$ cat config.mk
export PLATFORM = sky130hd
export DESIGN_NAME = lut_neuron_loader
export DESIGN_NICKNAME = d
export VERILOG_FILES = /design/src/rtl/lut_neuron_loader.sv
export SDC_FILE = /design/constraint.sdc
export NUM_CORES = 1
export LEC_CHECK = 0
export ABC_AREA = 1
export CELL_PAD_IN_SITES_DETAIL_PLACEMENT = 1
export CELL_PAD_IN_SITES_GLOBAL_PLACEMENT = 2
export CORE_MARGIN = 4
export CORE_UTILIZATION = 30
export DETAILED_ROUTE_END_ITERATION = 8
export PLACE_DENSITY_LB_ADDON = 0.1
export SLEW_MARGIN = 20
export SYNTH_ARGS = -nofsm -noshare
export SYNTH_HDL_FRONTEND = slang
export SYNTH_SLANG_ARGS = --single-unit
export TNS_END_PERCENT = 5
$ cat constraint.sdc
create_clock -name clk -period 3.1 [get_ports clk]
set_input_delay 0.62 -clock clk [delete_from_list [all_inputs] [get_ports clk]]
set_output_delay 0.62 -clock clk [all_outputs]
set_load 0.1 [all_outputs]
$ cat src/rtl/lut_neuron_loader.sv
// Run-time loadable truth-table neuron: streams a 2^IN_BITS x OUT_BITS table in
// LOAD_W-bit beats, then serves registered lookups. Define LUT_PARITY_EN to require a trailing parity beat.
module lut_neuron_loader #(
  parameter int IN_BITS  = 8,
  parameter int OUT_BITS = 1,
  parameter int LOAD_W   = 8
) (
  input  logic                clk,
  input  logic                rst_n,
  input  logic                cfg_start,
  input  logic                cfg_valid,
  output logic                cfg_ready,
  input  logic [LOAD_W-1:0]   cfg_data,
  input  logic                cfg_last,
  output logic                load_done,
  output logic                load_err,
  input  logic                in_valid,
  input  logic [IN_BITS-1:0]  in_data,
  output logic                out_valid,
  output logic [OUT_BITS-1:0] out_data
);

  localparam int DEPTH = 1 << IN_BITS;
  localparam int TBITS = DEPTH * OUT_BITS;
  localparam int NB    = TBITS / LOAD_W;
  localparam int CW    = $clog2(NB) + 1;

  typedef enum logic [1:0] {
    ST_EMPTY = 2'd0,
    ST_LOAD  = 2'd1,
    ST_READY = 2'd2,
    ST_ERR   = 2'd3
  } state_t;

  state_t            state_r;
  state_t            state_s;
  logic [CW-1:0]     cnt_r;
  logic [TBITS-1:0]  table_r;
  logic              xfer_s;
  logic              data_beat_s;
  logic              ready_s;
  logic              done_s;
  logic              err_s;
  logic              cfg_ready_r;
  logic              load_done_r;
  logic              load_err_r;
  logic              out_valid_r;
  logic [OUT_BITS-1:0] out_data_r;

  // cfg_start wins over a coincident beat, so that beat never transfers
  assign xfer_s      = cfg_valid && (state_r == ST_LOAD) && !cfg_start;
  assign data_beat_s = xfer_s && (cnt_r < CW'(NB));

`ifdef LUT_PARITY_EN
  logic par_r;

  function automatic logic beat_parity(input logic [LOAD_W-1:0] d);
    return ^d;
  endfunction

  // Running XOR of every table bit received in the current load
  always_ff @(posedge clk or negedge rst_n) begin
    if (!rst_n) begin
      par_r <= 1'b0;
    end else if (cfg_start) begin
      par_r <= 1'b0;
    end else if (data_beat_s) begin
      par_r <= par_r ^ beat_parity(cfg_data);
    end
  end
`endif

  // State register
  always_ff @(posedge clk or negedge rst_n) begin
    if (!rst_n) begin
      state_r <= ST_EMPTY;
    end else begin
      state_r <= state_s;
    end
  end

  // Next-state logic including beat framing checks
  always_comb begin
    state_s = state_r;
    case (state_r)
      ST_EMPTY: begin
        if (cfg_start) state_s = ST_LOAD;
        else           state_s = ST_EMPTY;
      end
      ST_LOAD: begin
        if (cfg_start) begin
          state_s = ST_LOAD;
        end else if (xfer_s) begin
`ifdef LUT_PARITY_EN
          if (cnt_r == CW'(NB))
            state_s = (cfg_last && (cfg_data[0] == par_r)) ? ST_READY : ST_ERR;
          else if (cfg_last)
            state_s = ST_ERR;
          else
            state_s = ST_LOAD;
`else
          if (cnt_r == CW'(NB - 1))
            state_s = cfg_last ? ST_READY : ST_ERR;
          else if (cfg_last)
            state_s = ST_ERR;
          else
            state_s = ST_LOAD;
`endif
        end else begin
          state_s = ST_LOAD;
        end
      end
      ST_READY: begin
        if (cfg_start) state_s = ST_LOAD;
        else           state_s = ST_READY;
      end
      ST_ERR: begin
        if (cfg_start) state_s = ST_LOAD;
        else           state_s = ST_ERR;
      end
      default: state_s = ST_EMPTY;
    endcase
  end

  // Status decode from the upcoming state so the registered flags align with it
  always_comb begin
    ready_s = 1'b0;
    done_s  = 1'b0;
    err_s   = 1'b0;
    case (state_s)
      ST_EMPTY: begin
        ready_s = 1'b0;
      end
      ST_LOAD: begin
        ready_s = 1'b1;
      end
      ST_READY: begin
        done_s = 1'b1;
      end
      ST_ERR: begin
        err_s = 1'b1;
      end
      default: begin
        ready_s = 1'b0;
      end
    endcase
  end

  // Registered status flags
  always_ff @(posedge clk or negedge rst_n) begin
    if (!rst_n) begin
      cfg_ready_r <= 1'b0;
      load_done_r <= 1'b0;
      load_err_r  <= 1'b0;
    end else begin
      cfg_ready_r <= ready_s;
      load_done_r <= done_s;
      load_err_r  <= err_s;
    end
  end

  // Beat counter
  always_ff @(posedge clk or negedge rst_n) begin
    if (!rst_n) begin
      cnt_r <= {CW{1'b0}};
    end else if (cfg_start) begin
      cnt_r <= {CW{1'b0}};
    end else if (xfer_s) begin
      cnt_r <= cnt_r + CW'(1);
    end
  end

  // Table storage; intentionally not reset, validity is tracked by the FSM
  always_ff @(posedge clk) begin
    if (data_beat_s) begin
      table_r[int'(cnt_r) * LOAD_W +: LOAD_W] <= cfg_data;
    end
  end

  // Registered lookup port; out_data keeps its last value when idle
  always_ff @(posedge clk or negedge rst_n) begin
    if (!rst_n) begin
      out_valid_r <= 1'b0;
      out_data_r  <= {OUT_BITS{1'b0}};
    end else if ((state_r == ST_READY) && in_valid) begin
      out_valid_r <= 1'b1;
      out_data_r  <= table_r[int'(in_data) * OUT_BITS +: OUT_BITS];
    end else begin
      out_valid_r <= 1'b0;
    end
  end

  assign cfg_ready = cfg_ready_r;
  assign load_done = load_done_r;
  assign load_err  = load_err_r;
  assign out_valid = out_valid_r;
  assign out_data  = out_data_r;

endmodule
==> results of run 1 <==
[worst reg2reg max path: stages (launching register included)]
cell and delay, ps:
sky130_fd_sc_hd__dfrtp_1 490, sky130_fd_sc_hd__nor3_1 270, sky130_fd_sc_hd__nand2_1 100, sky130_fd_sc_hd__nor2_1 190, sky130_fd_sc_hd__ha_1 190, sky130_fd_sc_hd__inv_1 60, sky130_fd_sc_hd__nor2_1 170, sky130_fd_sc_hd__inv_2 80
sky130_fd_sc_hd__nor2_2 120, sky130_fd_sc_hd__nand2_1 90, sky130_fd_sc_hd__buf_4 220, sky130_fd_sc_hd__nor2_1 150, sky130_fd_sc_hd__buf_4 180
[layout make-up]
type	instances	area (sq um)
Clock inverter	14	68.8
Sequential cell	269	8010
Timing Repair Buffer	102	968
Inverter	115	434
Fill cell	5105	28600
Multi-Input combinational cell	1050	4570
Clock buffer	43	821
Tap cell	592	741
[flip-flops by register name (all words and copies together), names as in the netlist]
signal / cells
out_valid: 1
cfg_ready: 1
cnt_r: 6
load_err: 1
state_r: 2
table_r: 256
load_done: 1
out_data: 1
[stage by stage]
stage | power [mW] | hold WS [ps] | instances | utilization
final | 8.36 | 447 | 2185 | 0.353
after global placement | 5.18 | 494 | 2128 | 0.333
after CTS | 8.49 | 428 | 2185 | 0.353
after floorplan | 4.71 | 324 | 1531 | -
after global routing | 8.74 | 460 | 2185 | 0.353
after detailed placement | 5.19 | 496 | 2128 | 0.333
[power groups by stage]
stage / Sequential (mW) / Clock, mW / Combinational [mW]
2_1_floorplan: 4.04 / 0 / 0.675
4_1_cts: 3.94 / 3.37 / 1.18
5_1_grt: 3.94 / 3.52 / 1.27
3_5_place_dp: 4.02 / 0 / 1.17
3_3_place_gp: 4.02 / 0 / 1.17
6_report: 3.94 / 3.26 / 1.16
[kinds of logic after synthesis]
logic type      after synthesis  synth area share
flops                       269             0.596
compound gates               12           0.00521
xor+xnor                      2           0.00186
simple gates               1033             0.329
fa+ha+maj                     3           0.00279
buf+inv                     212            0.0652
[worst max path at each step]
stage | endpoint | depth (start not counted) | slack (ps)
after global placement | table_r[32] | 9 | 230
final | table_r[111] | 12 | 490
after CTS | table_r[153] | 14 | 440
after detailed placement | table_r[33] | 9 | 240
after global routing | table_r[111] | 13 | 180
after floorplan | table_r[128] | 10 | 310
[layout by cell type, fill, tap and decap left out, drive strengths merged, types with 4 or more instances in the layout]
cell	count
nand2	374
nor2	363
nand3	268
edfxtp	256
inv	115
buf	84
clkbuf	43
clkdlybuf4s50	18
nor3	17
dfrtp	13
clkinv	12
nand4	7
o21ai	5
o22ai	4
[layer usage]
layer  vias up  routed length, um
met5         -                  0
met4         0               1120
met3        67               1420
met2       143              22000
met1      5117              20300
li1       5095                  -
==> flow_summary.toml, run 1 <==
[grt]
grt.met1_usage = 0.250
antenna_found_initial = 0
gr-max-usage-layer = "met2"
first_global_vias = 11000
remaining_global_route_overflow = 0
met3_usage = 0.0221
grt_pass1_wl_um = 67900
met2_global_route_usage = 0.327
globalRouteTotalUtil = 0.188
grt_max_degree = 73

[timing]
post-route-worst-setup-slack_ps = 490
maxSlewHeadroom = 0.566
finalCriticalPeriod_ps = 2610
final_layout_setup_total_negative_slack_ps = 0
unrepaired_setup_endpoints_after_global_routing = "no"
timing_max_transition_violations_final = 0
finalSetupViolCount = 0
timing.fmax_mhz = 383
worstMarginPinSlew_ps = 649
fin_skew_ps = 12.0
fin_crit_sh = 0.842
finalHoldViolCount = 0

[pwr]
switching_power_mw = 2.31
internal-power_mw = 6.05
swShare = 0.276
leakagePower_nw = 5.20
power_frac_comb = 0.138
pwr-share-seq = 0.471
clock_power_share = 0.390
vdd.ir_drop.worst_uv = 363
pwr_density_cell_nw_per_um2 = 536

[clock_network]
cts_num_sinks = 269
post_cts_resized = 0
hold_buffer_count_at_cts = 0
cts.reportedPaths.clkPinSlew_ps = 60
max-clock-path-buffers = 3
tritoncts = "yes"
postCtsSetupRepairBufs = 0
total_cts_buffers = 31
worst_skew_pair.late_latency_ps = 570
clock-root-buffer = "sky130_fd_sc_hd__clkbuf_16"
htree_levels = 1

[synth]
post_synth_instance_area_sq_um = 13400
ys.warnings.count = 0
dominantRegCellSynth = "sky130_fd_sc_hd__edfxtp_1"
seq_area_frac_synth = 0.596
netlist_top_cells_count = "sky130_fd_sc_hd__nand2_1 (368), sky130_fd_sc_hd__nor2_1 (328), sky130_fd_sc_hd__nand3_1 (267)"
count_of_state_elements_after_synthesis = 269
yosys.area.top_type = "sky130_fd_sc_hd__edfxtp_1"
number_of_flops_mapped_to_enable_cells_by_yosys = 256
net_count_of_the_mapped_netlist = 1556
netlist-cell-type-count = 29
synth_most_common_cell = "sky130_fd_sc_hd__nand2_1"
yosys.area.top_type_share = 0.572
synthesis.area_per_instance_sq_um = 8.78
synth.area.top_cells = "sky130_fd_sc_hd__edfxtp_1 (57%), sky130_fd_sc_hd__nand2_1 (10%), sky130_fd_sc_hd__nand3_1 (9.9%), sky130_fd_sc_hd__nor2_1 (9.2%), sky130_fd_sc_hd__dfrtp_1 (2.4%)"
async_reset_ff_frac = 0.0483
post_synthesis_cell_count = 1531

[routing]
antenna_left = 0
routedWlPerCell_um = 20.5
routed_vias = 10400
drt_pass1_iterations = 5
drc = 0
aggregate_routed_wire_length_um = 44800
drt_first_iter_violations = 446
drt-vias-per-instance = 4.77

[layout]
design_area_sq_um = 15600
synthToLayoutAreaGrowth_pct = 16.2
fin_nets = 1594
layout-drive-gt1-share = 0.138
antenna_cells_inserted = 0

[critical_path]
reg2regPathDepth = 12
path_common_cell = "sky130_fd_sc_hd__nor2_1"
crit_path_start_kind = "flop"
critical_path_arrival_ps = 2890
cp.buffers_inverters = 4
critical-path-top-delay-family = "simple AND/OR/NAND/NOR gates"
timing.critical_path.fanout_max = 8
startpoint_of_the_worst_setup_timing_path = "cnt_r[2]"
critical_path.max_stage_delay_ps = 490
slowest_stage = "sky130_fd_sc_hd__dfrtp_1"
worstReg2RegEnd = "table_r[111]"
reg2reg_setup_slack_ps = 490
timing.critical_path.required_ps = 3380
end_kind = "flop"
r2r_start = "cnt_r[2]"
path_cells = "nor3_1 > nand2_1 > nor2_1 > ha_1 > inv_1 > nor2_1 > inv_2 > nor2_2 > nand2_1 > buf_4 > nor2_1 > buf_4"
worst-setup-path-type = "flop to flop"

[floorplanning]
die_footprint_sq_um = 48300
floorplan.die.width_um = 220
die-height_um = 220
num_rows = 77
design.portCount = 27
floorplan.core_area_sq_um = 44200
start_util = 0.304

[placed_design]
placement.io_buffers = 26
dp_hpwl_um = 31900
place_ws_ps = 239
post_dp_cell_area_sq_um = 14700
final_wtd_congestion = 0.808

[worst_hold_path]
min_path_type = "input port to async pin"

[outcome]
outcome = "finished clean"

[job]
drv.max_cap_violation_count = 0
Power figures use the tool's default switching activity.
==> run 2: changes to the inputs <==
==> constraint.sdc (replaced) <==
create_clock -name clk -period 2.6 [get_ports clk]
set_input_delay 0.52 -clock clk [delete_from_list [all_inputs] [get_ports clk]]
set_output_delay 0.52 -clock clk [all_outputs]
set_load 0.1 [all_outputs]
==> flow_summary.toml, run 2 (synthesis gave the netlist of run 1 again) <==
[critical_path]
timing.critical_path.fanout_max = 8
worst-setup-path-type = "flop to flop"
path_cells = "inv_1 > ha_2 > nand3_2 > nor2_1 > inv_2 > nor2_2 > inv_2 > nand2_2 > nor2_4 > nand2_2 > nor2_4 > nand3_1 > nor2_1 > buf_4"
reg2regPathDepth = 14
cp.depth = 14
critical-path-top-delay-family = "simple AND/OR/NAND/NOR gates"
timing.critical_path.required_ps = 2850
crit_path_start_kind = "flop"
slowest_stage = "sky130_fd_sc_hd__dfrtp_1"
end_kind = "flop"
cp.buffers_inverters = 4
critical_path_arrival_ps = 2660
critical_path.max_stage_delay_ps = 400

[routing]
drt_pass1_iterations = 5
routedWlPerCell_um = 20.6
routed_vias = 10600
drt_first_iter_violations = 603
aggregate_routed_wire_length_um = 45300
drc = 0
antenna_left = 0
drt-vias-per-instance = 4.80

[grt]
first_global_vias = 11100
grt_max_degree = 73
grt_pass1_wl_um = 69000
antenna_found_initial = 0
remaining_global_route_overflow = 0
globalRouteTotalUtil = 0.193

[floorplanning]
start_util = 0.304
num_rows = 77
die-height_um = 220
die_footprint_sq_um = 48300
floorplan.core_area_sq_um = 44200
design.portCount = 27
floorplan.die.width_um = 220

[clock_network]
cts_num_sinks = 269
max-clock-path-buffers = 3
total_cts_buffers = 34
tritoncts = "yes"
worst_skew_pair.late_latency_ps = 540
cts.reportedPaths.clkPinSlew_ps = 60
clock-root-buffer = "sky130_fd_sc_hd__clkbuf_16"
hold_buffer_count_at_cts = 0
htree_levels = 2

[timing]
timing.fmax_mhz = 414
timing_max_transition_violations_final = 0
finalCriticalPeriod_ps = 2410
maxSlewHeadroom = 0.581
unrepaired_setup_endpoints_after_global_routing = "yes"
finalHoldViolCount = 0
fin_skew_ps = 7.01
post-route-worst-setup-slack_ps = 187
final_layout_setup_total_negative_slack_ps = 0
finalSetupViolCount = 0
worstMarginPinSlew_ps = 626
fin_crit_sh = 0.928

[layout]
largest_reg_flops = 256
layout.cells.most_common_list = "sky130_fd_sc_hd__nand2_1 (367), sky130_fd_sc_hd__nor2_1 (328), sky130_fd_sc_hd__nand3_1 (267)"
leading_cell_type_in_the_layout_fill_and_taps_excluded = "sky130_fd_sc_hd__nand2_1"
design_area_sq_um = 16000
regMostFlops = "table_r"
antenna_cells_inserted = 0
fin_nets = 1612
largestRegisters = "table_r x256, cnt_r x6, state_r x2"
synthToLayoutAreaGrowth_pct = 18.9
utilization_of_the_core_after_routing = 0.362
layout-drive-gt1-share = 0.155

[pwr]
leakagePower_nw = 5.41
internal-power_mw = 7.79
vdd.ir_drop.worst_uv = 376
power_frac_comb = 0.135
pwr_density_cell_nw_per_um2 = 669
pwr-share-seq = 0.439
clock_power_share = 0.426
total_power_mw = 10.7
swShare = 0.272
switching_power_mw = 2.91

[placed_design]
post_dp_cell_area_sq_um = 14900
place_ws_ps = -64.8
final_wtd_congestion = 0.783
placement.io_buffers = 26
dp_hpwl_um = 30800

[outcome]
outcome = "finished clean"

[worst_hold_path]
min_path_type = "input port to async pin"

[job]
drv.max_cap_violation_count = 0
[run 2: cell count changes in the layout (fill, tap and decap cells not counted), sizes merged]
cell,before,now
buf,84,99
bufinv,0,1
clkbuf,43,47
clkinv,12,13
clkinvlp,2,0
[run 2: layout make-up]
| cell class | instances | area (sq um) |
|---|---|---|
| Clock buffer | 47 | 973 |
| Clock inverter | 14 | 91.3 |
| Fill cell | 5157 | 28200 |
| Inverter | 115 | 434 |
| Multi-Input combinational cell | 1050 | 4590 |
| Sequential cell | 269 | 8010 |
| Tap cell | 592 | 741 |
| Timing Repair Buffer | 117 | 1140 |
[run 2: final timing paths]
| path | start | end | slack (ps) |
|---|---|---|---|
| hold / removal | rst_n | load_err | 370 |
| min in group clk | cnt_r[3] | cnt_r[3] | 490 |
| setup reg to reg | cnt_r[0] | table_r[15] | 190 |
| hold reg to reg | cnt_r[3] | cnt_r[3] | 490 |
| max in group asynchronous | rst_n | cnt_r[0] | 1820 |
| setup / recovery | cnt_r[0] | table_r[15] | 190 |
[run 2: timing repair]
item,CTS,global route
setup buffers,0,3
resized for setup,0,4
endpoints found under the setup margin,0,169
[run 2: stage by stage]
step,hold slack (ps),cells
global placement,482,2140
detailed placement,483,2140
finish,373,2204
CTS,378,2201
global route,392,2204
floorplan,224,1531
[run 2: power by group through the flow]
stage / registers [mW] / logic, mW / clock network (mW)
finish: 4.70 / 1.44 / 4.55
global route: 4.70 / 1.58 / 4.87
CTS: 4.70 / 1.46 / 4.66
detailed placement: 4.79 / 1.45 / 0
global placement: 4.79 / 1.44 / 0
floorplan: 4.82 / 0.806 / 0
[run 2: per-layer routing]
| metal | track usage | part of all wire | up-vias |
|---|---|---|---|
| li1 | - | - | 5129 |
| met1 | 0.263 | 0.46 | 5228 |
| met2 | 0.320 | 0.48 | 157 |
| met3 | 0.0335 | 0.041 | 59 |
| met5 | 0 | 0 | - |
| met4 | 0.0481 | 0.021 | 0 |
